**src/rtl/button_conditioner.sv**
```systemverilog
// -----------------------------------------------------------------------------
// button_conditioner
//
// Conditions the four raw direction pushbuttons into clean debounced levels
// plus single-cycle press/release pulses for the position controller.
//
// Each bit passes through a 2-flop synchronizer (s1 -> s2) and a debounce
// counter. The stable state (stb) flips only after s2 has disagreed with it
// for DEBOUNCE_CYCLES consecutive cycles. Bits are fully independent.
//
// Optional feature: define BTN_AUTOREPEAT_EN to compile in a per-bit
// auto-repeat FSM that re-fires btn_press while a button stays held
// (first repeat REPEAT_DELAY cycles after the press, then every
// REPEAT_PERIOD cycles). Without the macro, btn_press fires once per press.
//
// Ports:
//   clk          - single clock, all state on its rising edge
//   rst          - asynchronous, active-high reset
//   btn_raw[3:0] - raw pins: bit0 right, bit1 left, bit2 down, bit3 up
//   right/left/down/up - debounced levels
//   btn_press    - one-cycle pulse per bit on debounced press (and repeats)
//   btn_release  - one-cycle pulse per bit on debounced release
//   any_held     - OR of the four debounced levels
// -----------------------------------------------------------------------------
module button_conditioner #(
   parameter int DEBOUNCE_CYCLES = 500000,
   parameter int REPEAT_DELAY    = 50000000,
   parameter int REPEAT_PERIOD   = 10000000
) (
   input  logic       clk,
   input  logic       rst,
   input  logic [3:0] btn_raw,
   output logic       right,
   output logic       left,
   output logic       down,
   output logic       up,
   output logic [3:0] btn_press,
   output logic [3:0] btn_release,
   output logic       any_held
);

   localparam int CNT_W = (DEBOUNCE_CYCLES > 2) ? $clog2(DEBOUNCE_CYCLES) : 1;
   localparam logic [CNT_W-1:0] CNT_LAST = CNT_W'(DEBOUNCE_CYCLES - 1);

   // Elaboration-time guard on the legal parameter ranges.
   if (DEBOUNCE_CYCLES < 2 || REPEAT_PERIOD < 2 || REPEAT_DELAY < 1) begin : g_bad_params
      $error("button_conditioner: illegal DEBOUNCE/REPEAT parameters");
   end

   logic [3:0]       s1;
   logic [3:0]       s2;
   logic [3:0]       stb;
   logic [CNT_W-1:0] cnt [4];

   logic [3:0] flip;       // stb flips on the coming edge
   logic [3:0] press_ev;   // debounced 0->1 on the coming edge
   logic [3:0] rel_ev;     // debounced 1->0 on the coming edge

   // NOTE: every always_comb output is assigned on every path, so no latches.
   always_comb begin
      for (int i = 0; i < 4; i++) begin
         flip[i] = (s2[i] != stb[i]) && (cnt[i] == CNT_LAST);
      end
      press_ev = flip & ~stb;
      rel_ev   = flip & stb;
   end

   // NOTE: sequential state uses non-blocking (<=) so all flops update together.
   always_ff @(posedge clk or posedge rst) begin
      if (rst) begin
         s1          <= '0;
         s2          <= '0;
         stb         <= '0;
         btn_release <= '0;
         any_held    <= 1'b0;
         // NOTE: the counters are four small flop registers, not a RAM, so they
         // are reset like any other state.
         for (int i = 0; i < 4; i++) begin
            cnt[i] <= '0;
         end
      end else begin
         s1 <= btn_raw;
         s2 <= s1;
         for (int i = 0; i < 4; i++) begin
            // Any agreeing sample restarts the count, rejecting short glitches.
            if (s2[i] == stb[i] || flip[i]) begin
               cnt[i] <= '0;
            end else begin
               cnt[i] <= cnt[i] + 1'b1;
            end
         end
         stb         <= stb ^ flip;
         btn_release <= rel_ev;
         any_held    <= |(stb ^ flip);
      end
   end

   assign right = stb[0];
   assign left  = stb[1];
   assign down  = stb[2];
   assign up    = stb[3];

`ifdef BTN_AUTOREPEAT_EN
   localparam int RPT_MAX = (REPEAT_DELAY > REPEAT_PERIOD) ? REPEAT_DELAY : REPEAT_PERIOD;
   localparam int RCNT_W  = (RPT_MAX > 2) ? $clog2(RPT_MAX) : 1;
   localparam logic [RCNT_W-1:0] DELAY_LAST  = RCNT_W'(REPEAT_DELAY - 1);
   localparam logic [RCNT_W-1:0] PERIOD_LAST = RCNT_W'(REPEAT_PERIOD - 1);

   typedef enum logic [1:0] {
      IDLE,
      DELAY,
      REPEAT
   } rpt_state_t;

   rpt_state_t        state [4];
   logic [RCNT_W-1:0] rcnt  [4];
   logic [3:0]        tick;   // repeat counter expires on the coming edge

   always_comb begin
      for (int i = 0; i < 4; i++) begin
         tick[i] = ((state[i] == DELAY)  && (rcnt[i] == DELAY_LAST)) ||
                   ((state[i] == REPEAT) && (rcnt[i] == PERIOD_LAST));
      end
   end

   always_ff @(posedge clk or posedge rst) begin
      if (rst) begin
         btn_press <= '0;
         for (int i = 0; i < 4; i++) begin
            state[i] <= IDLE;
            rcnt[i]  <= '0;
         end
      end else begin
         // A release wins over a repeat tick landing on the same edge.
         btn_press <= press_ev | (tick & ~rel_ev);
         for (int i = 0; i < 4; i++) begin
            if (rel_ev[i]) begin
               state[i] <= IDLE;
               rcnt[i]  <= '0;
            end else begin
               case (state[i])
                  IDLE: begin
                     if (press_ev[i]) begin
                        state[i] <= DELAY;
                        rcnt[i]  <= '0;
                     end
                  end
                  DELAY: begin
                     if (tick[i]) begin
                        state[i] <= REPEAT;
                        rcnt[i]  <= '0;
                     end else begin
                        rcnt[i] <= rcnt[i] + 1'b1;
                     end
                  end
                  REPEAT: begin
                     if (tick[i]) begin
                        rcnt[i] <= '0;
                     end else begin
                        rcnt[i] <= rcnt[i] + 1'b1;
                     end
                  end
                  default: begin
                     state[i] <= IDLE;
                     rcnt[i]  <= '0;
                  end
               endcase
            end
         end
      end
   end
`else
   always_ff @(posedge clk or posedge rst) begin
      if (rst) begin
         btn_press <= '0;
      end else begin
         btn_press <= press_ev;
      end
   end
`endif

endmodule

```
**config.mk**
```make
export PLATFORM = sky130hd
export DESIGN_NAME = button_conditioner
export DESIGN_NICKNAME = d
export VERILOG_FILES = /design/src/rtl/button_conditioner.sv
export SDC_FILE = /design/constraint.sdc
export NUM_CORES = 1
export LEC_CHECK = 0
export CORE_MARGIN = 3
export CORE_UTILIZATION = 40
export DETAILED_ROUTE_END_ITERATION = 10
export GPL_ROUTABILITY_DRIVEN = 0
export MAX_ROUTING_LAYER = met4
export PLACE_DENSITY_LB_ADDON = 0.12
export RECOVER_POWER = 25
export SKIP_CTS_REPAIR_TIMING = 1
export SYNTH_ARGS = -nofsm -noshare
export SYNTH_HDL_FRONTEND = slang
export SYNTH_SLANG_ARGS = --single-unit
```
**constraint.sdc**
```tcl
create_clock -name clk -period 4.5 [get_ports clk]
set_clock_uncertainty 0.15 [all_clocks]
set_input_delay 0.45 -clock clk [delete_from_list [all_inputs] [get_ports clk]]
set_output_delay 0.45 -clock clk [all_outputs]
set_load 0.01 [all_outputs]
```
==> results.toml <==
[run_status]
status = "finished, final reports clean"

[run]
drv_cap = 0

[detailed_routing]
vias_per_cell = 4.93
first_pass_iters = 4
antenna_left = 0
drc_errors = 0
totalWireLength_mm = 7.24
num_vias = 2777
wl_per_cell_um = 12.9
drt_first_iter_violations = 75

[timing]
fmax_mhz = 389
fin_setup_tns_ns = 0
setup_viol = 0
fin_crit_sh = 0.571
report.final.slew_viol_count = 0
hold_violations = 0
fin_crit_ns = 2.57
fin_hold_ws_ns = 0.200
rsz0062_at_grt = "false"
maxSlewHeadroom = 0.392
tightest_slew_ns = 0.911
setup_ws_ns = 1.93

[synth]
synth-seq-area-share = 0.572
syn-num-nets = 410
avgSynthCellArea_sq_um = 10.6
ys_seq_elements = 97
syn_area_sq_mm = 0.00425
yosysUniqueCellTypes = 27
yosys_warnings = 0
synthCells = 400

[die]
die-height_um = 109
die_x_um = 109
core-area_sq_mm = 0.0100
initial_core_util = 0.423
num_rows = 36
io_pins = 19
die-area_sq_mm = 0.0119

[global_route]
grt_pass1_vias = 2729
grt_antenna_before_repair = 1
grt_first_pass_wirelength_mm = 13.1
grtUsageTotal = 0.142
grt_overflow = 0
grt_max_degree = 76

[cts]
cts_tree = "yes"
clockBufferDepth = 2
insertion_delay_ns = 0.35
cts.sinks = 97
clkTransAtPathRegs_ns = 0.10
cts-htree-levels = 3
numCtsBuffers = 9
clock_tree.root_cell = "clkbuf_8"

[power]
ir_drop_uv = 153
p_leak_nw = 2.02
power.density_mw_per_mm2 = 317

[worst_hold_path]
hold-path-endpoint = "s2[2]"
hp-class = "reg -> reg"
holdPathStages = 0
min_from = "s1[2]"

[setup_path]
crit_fanout = 6
reg2reg_from = "cnt[64]"
worstPathArrival_ns = 2.64
worstSetupEndpointType = "register"
r2r_slack_ns = 1.93
worst_setup_path_start_kind = "register"
required_ns = 4.57
reg2reg_depth = 5
r2r-end = "any_held"
critical_path_class = "reg -> reg"

[layout]
drive_above_1_share = 0.0536
regArea_sq_mm = 0.00243
multiInputGateArea_sq_mm = 0.00178
area_growth_pct = 12.7
filler_cell_count = 957
stdcell_count = 563
fin_area_sq_mm = 0.00479
final_nets = 434

[place]
numPlacedInstances = 546
pre_cts_slack_ns = 1.94
portBuffers = 18
dp_hpwl_mm = 4.87
dpl-instance-area_sq_mm = 0.00458
==> layout make-up <==
type / count / area share
Multi-Input combinational cell: 292 / 0.371
Antenna cell: 1 / 0.000523
Clock buffer: 10 / 0.0288
Clock inverter: 6 / 0.0139
Tap cell: 133 / 0.0348
Sequential cell: 97 / 0.507
Timing Repair Buffer: 19 / 0.0392
Inverter: 5 / 0.00444
==> synthesized netlist by cell type <==
cell	number	area [sq um]
nor2b_1	1	6.26
nor4_1	9	56.3
nor4b_1	4	35.0
nand2_1	21	78.8
nor2_1	89	334
or4_4	1	11.3
nand3_1	30	150
inv_1	5	18.8
and4_1	3	26.3
and2_1	1	6.26
xnor2_1	28	245
buf_2	1	5.00
and3_1	7	43.8
nand4b_1	1	8.76
nand4_1	23	144
clkbuf_1	5	18.8
nor4bb_1	1	10.0
ha_1	4	50.1
xor2_1	44	385
mux2_2	3	33.8
dfrtp_1	97	2430
nor3b_1	8	60.1
mux2_4	1	15.0
or4_1	1	7.51
nor3_1	9	45.0
nand2b_1	2	12.5
nand4bb_1	1	11.3
==> through the flow <==
step	power [mW]	util
floorplan	0.943	-
CTS	1.54	0.476
finish	1.52	0.476
detailed placement	0.961	0.456
global placement	0.959	0.456
global route	1.59	0.476
==> per-layer routing <==
metal | track usage | up-vias | share of wire
met3 | 0.0337 | 6 | 0.034
met2 | 0.194 | 31 | 0.42
met4 | 0.0433 | 0 | 0.012
met1 | 0.210 | 1330 | 0.53
li1 | - | 1410 | -
met5 | - | - | 0
==> worst max-delay path by stage <==
stage	startpoint	end	slack, ns	cells past startpoint
2_1_floorplan	rst	any_held	1.37	1
3_3_place_gp	cnt[64]	any_held	1.96	5
3_5_place_dp	cnt[64]	any_held	1.94	5
4_1_cts	cnt[64]	any_held	1.92	5
5_1_grt	cnt[64]	any_held	1.85	5
6_report	cnt[64]	any_held	1.93	5
==> logic make-up (layout without fill, tap and decap cells) <==
| kind of cell | Yosys count | count (layout) | synth area share |
|---|---|---|---|
| other cells | 0 | 1 | 0 |
| flops | 97 | 97 | 0.572 |
| fa+ha+maj | 4 | 4 | 0.0118 |
| simple gates | 212 | 212 | 0.247 |
| buf+inv | 11 | 40 | 0.0100 |
| mux | 4 | 4 | 0.0115 |
| xor+xnor | 72 | 72 | 0.148 |
==> where the power goes <==
group          internal [mW]  switching (mW)
clock network          0.273           0.303
logic                 0.0132          0.0327
registers              0.883          0.0110
total                   1.17           0.347
==> flip-flops by register name (all words and copies together), names as in the netlist <==
register	flops
any_held	1
s1	4
btn_release	4
stb	4
btn_press	4
s2	4
cnt	76
==> layout by cell type (no fill, tap or decap), types with 3 or more instances in the layout <==
master / synthesis / routed
dlygate4sd3_1: 0 / 5
xor2_1: 44 / 44
clkinvlp_4: 0 / 3
nand4_1: 23 / 23
ha_1: 4 / 4
and3_1: 7 / 7
nor3_1: 9 / 9
xnor2_1: 28 / 28
nand2_1: 21 / 21
clkdlybuf4s50_1: 0 / 13
nor4b_1: 4 / 4
and4_1: 3 / 3
mux2_2: 3 / 3
nor2_1: 89 / 89
nor3b_1: 8 / 8
nand3_1: 30 / 30
nor4_1: 9 / 9
inv_1: 5 / 4
clkbuf_8: 0 / 10
dfrtp_1: 97 / 97
==> worst max-delay path, cell delays in order, from the launching register on <==
cell and delay, ns:
dfrtp_1 0.45, nor4_1 0.27, nand4_1 0.12, or4_1 0.63
mux2_4 0.34, or4_4 0.46
Power figures use the tool's default switching activity.
